==> config.mk <==
export PLATFORM = sky130hd
export DESIGN_NAME = alu_mul_sequencer
export DESIGN_NICKNAME = d
export VERILOG_FILES = /design/src/rtl/alu_mul_sequencer.sv
export SDC_FILE = /design/constraint.sdc
export NUM_CORES = 1
export LEC_CHECK = 0
export ABC_CLOCK_PERIOD_IN_PS = 1700
export BUFFER_PORTS_ARGS = -buffer_cell sky130_fd_sc_hd__clkbuf_2
export CAP_MARGIN = 20
export CORE_MARGIN = 2
export CORE_UTILIZATION = 34
export CTS_CLUSTER_DIAMETER = 50
export DETAILED_ROUTE_END_ITERATION = 12
export PLACE_DENSITY = 0.65
export SETUP_SLACK_MARGIN = 0.02
export SLEW_MARGIN = 5
export SYNTH_ARGS = -nofsm -noshare
export SYNTH_HDL_FRONTEND = slang
export SYNTH_SLANG_ARGS = --single-unit
==> constraint.sdc <==
create_clock -name clk -period 1.7 [get_ports clk]
set_input_delay 0.34 -clock clk [delete_from_list [all_inputs] [get_ports clk]]
set_output_delay 0.34 -clock clk [all_outputs]
set_load 0.1 [all_outputs]
==> src/rtl/alu_mul_sequencer.sv <==
// alu_mul_sequencer: shift-add multiply (low word) driven through the shared EX-stage ALU
module alu_mul_sequencer #(
  parameter int WIDTH = 32,
  parameter logic [3:0] ALU_ADD = 4'b0010
) (
  input  logic             clk,
  input  logic             reset,
  input  logic             start,
  input  logic             flush,
  input  logic [WIDTH-1:0] op_a,
  input  logic [WIDTH-1:0] op_b,
  input  logic [WIDTH-1:0] alu_result,
  output logic [WIDTH-1:0] alu_a,
  output logic [WIDTH-1:0] alu_b,
  output logic [3:0]       alu_op,
  output logic             alu_own,
  output logic             stall,
  output logic             done,
  output logic [WIDTH-1:0] result
);
  localparam int CW = WIDTH > 1 ? $clog2(WIDTH) : 1;
  localparam logic [1:0] IDLE = 2'd0, RUN = 2'd1, DONE = 2'd2;
  logic [1:0]       state;
  logic [WIDTH-1:0] acc, mcand, mplier, acc_nxt;
  logic [CW-1:0]    cnt;
  logic             in_run, last;
  always_comb begin
    in_run  = state == RUN;
    last    = cnt == CW'(WIDTH - 1);
    acc_nxt = mplier[0] ? alu_result : acc;
    alu_own = in_run || state == DONE;
    stall   = alu_own;
    done    = state == DONE;
    alu_a   = in_run ? acc : '0;
    alu_b   = in_run ? mcand : '0;
    alu_op  = ALU_ADD;
  end
  // result is committed on the last iteration so it is valid alongside done
  always_ff @(posedge clk) begin
    if (reset) begin
      state  <= IDLE;
      acc    <= '0;
      mcand  <= '0;
      mplier <= '0;
      cnt    <= '0;
      result <= '0;
    end else begin
      case (state)
        IDLE: if (start && !flush) begin
          acc    <= '0;
          mcand  <= op_a;
          mplier <= op_b;
          cnt    <= '0;
          state  <= RUN;
        end
        RUN: if (flush) state <= IDLE;
        else begin
          acc    <= acc_nxt;
          mcand  <= mcand << 1;
          mplier <= mplier >> 1;
          cnt    <= cnt + 1'b1;
          if (last) begin
            result <= acc_nxt;
            state  <= DONE;
          end
        end
        default: state <= IDLE;
      endcase
    end
  end
endmodule
==> flow_summary.yaml <==
run_status:
  status: "finished, violations left"
  violations: "setup timing"
logic_synthesis:
  synthDistinctLibCells: 43
  ys_seq_area_share_pct: 40.47
  synthFlopType: "dfxtp_1"
  yosys-top-cells-area: "dfxtp_1, mux2i_1, or4_1"
  synth_top_cell_by_area: "dfxtp_1"
  synth_most_common_cell: "dfxtp_1"
  synth_area_mm2: 0.006678
  yosys.area_share.simple_pct: 23.18
  syn-instance-count: 708
  synthMuxAreaShare_pct: 14.61
  avgSynthCellArea_um2: 9.432
  yosys_warnings: 0
  synth_common_cells: "dfxtp_1, mux2i_1, nand2b_1, and2_1, or4_1"
  synth-compound-area-share_pct: 14.61
  synth-edff-count: 0
  synth_seq_cells: 135
  post_synth_xor_area_fraction_pct: 0
  async_reset_ff_share_pct: 0
  synth_top_area_share_pct: 40.47
  synth_fa_ha_area_share_pct: 1.124
  synth_top_family_by_area: "simple AND/OR/NAND/NOR gates"
die:
  die_y_um: 144.1
  core_mm2: 0.01940
  rows: 51
  ioPinCount: 203
  die_w_um: 144.1
  die_area_mm2: 0.02078
  initial_utilization_pct: 34.42
worst_setup_path:
  crit_fanout: 3
  start_kind: "flip-flop"
  setup.worst_path.end_class: "primary output"
  worstPathArrival_ns: 1.65
  worst_ep_required_time_ns: 1.36
  crit_type: "reg2out"
placement:
  gp_congestion: 0.7772
  hpwl_um: 12180
  io_buffers: 198
clock_network:
  cts_tree: "yes"
  cts_max_level: 4
  clockRootBuffer: "clkbuf_16"
  insertion_delay_ns: 0.43
  clk_pin_slew_worst_paths_ns: 0.06
  clock-sinks: 135
  cts_buffers: 17
  clock_path_buffers: 2
global_routing:
  grt_start_max_net_pins: 39
  grt_pass1_wl_um: 34020
  gr-total-overflow: 0
  antenna_found_initial: 2
  first_global_vias: 6161
  grt_usage_pct: 21.11
sta:
  hold_viol: 0
  whs_ns: 0.1402
  min_period_over_period_pct: 116.9
  clock.fmax_mhz: 503.0
  drv_slew: 0
  slew_headroom_pct: 61.63
  rsz0062_at_grt: "true"
  period_minus_slack_ns: 1.988
  setup_ws_ns: -0.2880
  worst_pin_slew_ns: 0.5780
  fin_skew_ns: 0.009090
  finalSetupViolCount: 180
power:
  power_leakage_nw: 4.542
  peakVddDrop_uv: 771.7
  p_per_area_mw_per_mm2: 979.4
  total_power_w: 0.01143
route:
  first_pass_iters: 5
  drc: 0
  vias: 6556
  drt-total-wl_um: 24120
  routed_wire_length_per_instance_um: 19.62
  avgViaCountPerCell: 5.334
  ant_nets: 0
  drt-initial-drc-count: 301
final_layout:
  drive_above_1_share_pct: 52.91
  fillers: 1522
  nNetsFinal: 1055
  areaGrowthSynthToFinish_pct: 74.74
hold_path:
  min_path_type: "in2reg"
run:
  maxCapViolations: 0
## final timing paths
path                    from    endpoint  slack (ns)  cells past startpoint
setup / recovery    state[1]    alu_b[0]       -0.29                      7
hold / removal      op_b[31]  mplier[31]        0.14                      3
setup reg to reg    state[1]  mplier[11]       -0.28                      9
hold reg to reg   mplier[18]  mplier[18]        0.47                      2
## area by class of cell
type	count	area, um2	share of cell area, %
Inverter	4	17.52	0.1501
Multi-Input combinational cell	494	4289	36.76
Timing Repair Buffer	297	3689	31.61
Clock inverter	15	200.2	1.716
Tap cell	265	331.6	2.842
Sequential cell	135	2711	23.24
Clock buffer	17	425.4	3.646
Antenna cell	2	5.005	0.04289
## cells by family after synthesis
family / Yosys count
buffers and inverters: 81
other: 2
multiplexers: 97
AO/OA/AOI/OAI: 142
AND/OR/NAND/NOR: 245
flip-flops: 135
adder cells (fa/ha/maj): 6
## state kept, by name (all words and copies together) (netlist names)
name	cells
state	2
cnt	5
mcand	32
mplier	32
result	32
acc	32
## worst max-delay path, cell delays in order, from the launching register on
cell     delay [ns]
dfxtp_2        0.35
inv_4          0.04
ha_4           0.17
buf_6          0.13
buf_6          0.12
buf_6          0.11
and2_4         0.13
buf_12         0.15
## report_power, final
group / switching (W) / leakage (nW) / internal [W]
clock: 0.00153 / 0.296 / 0.00246
combinational: 0.00189 / 3.15 / 0.00209
sequential: 0.000127 / 1.10 / 0.00333
## cells in the final DEF (no fill, tap or decap), types with 3 or more instances in the layout
cell type	synthesis	routed
a21oi_1	6	5
mux2i_1	95	95
clkinv_2	0	3
or4_4	0	11
nor2_2	1	9
ha_4	0	5
buf_12	0	87
nor2_1	32	13
clkinvlp_4	0	4
dfxtp_2	0	4
or4_1	63	52
nand3_1	3	3
nand2_1	3	3
clkbuf_2	7	130
a211oi_2	0	32
conb_1	2	4
a32o_1	22	21
o21ai_0	61	5
and2_4	0	64
buf_6	4	14
o21ai_2	0	19
buf_8	0	7
a22o_4	0	6
o21ai_1	6	43
dfxtp_1	135	130
clkbuf_16	0	25
inv_6	0	3
bufinv_16	0	4
nor2_4	0	11
nand2b_1	67	66
buf_16	0	20
buf_4	7	29
## metrics by stage
stage | instance area (um2) | setup WS, ns | util [%] | std cells | TNS [ns]
floorplan | 6957 | -0.04893 | - | 710 | -2.662
global placement | 9210 | -0.008067 | 47.48 | 1126 | -0.02261
detailed placement | 9210 | -0.07130 | 47.48 | 1126 | -1.424
CTS | 11050 | -0.2815 | 56.94 | 1211 | -32.55
global route | 11670 | -0.3329 | 60.14 | 1228 | -44.82
finish | 11670 | -0.2880 | 60.15 | 1229 | -34.59
## what timing repair did
action / in CTS / in global routing
setup buffers: 29 / 12
gates cloned: 24 / 9
endpoints found under the hold margin: 0 / 0
pin swaps: 50 / 36
resized for setup: 111 / 131
endpoints found under the setup margin: 159 / 200
hold buffers: 0 / 0
## routing by layer
metal  vias to the layer above  part of all wire (%)  global-route usage (%)
met5                         -                     0                       0
met1                      3153                    42                   28.32
li1                       3074                     -                       -
met4                         0                   1.7                   6.234
met3                        33                   7.9                   5.199
met2                       296                    49                   33.71
(Power assumes the default switching activity.)
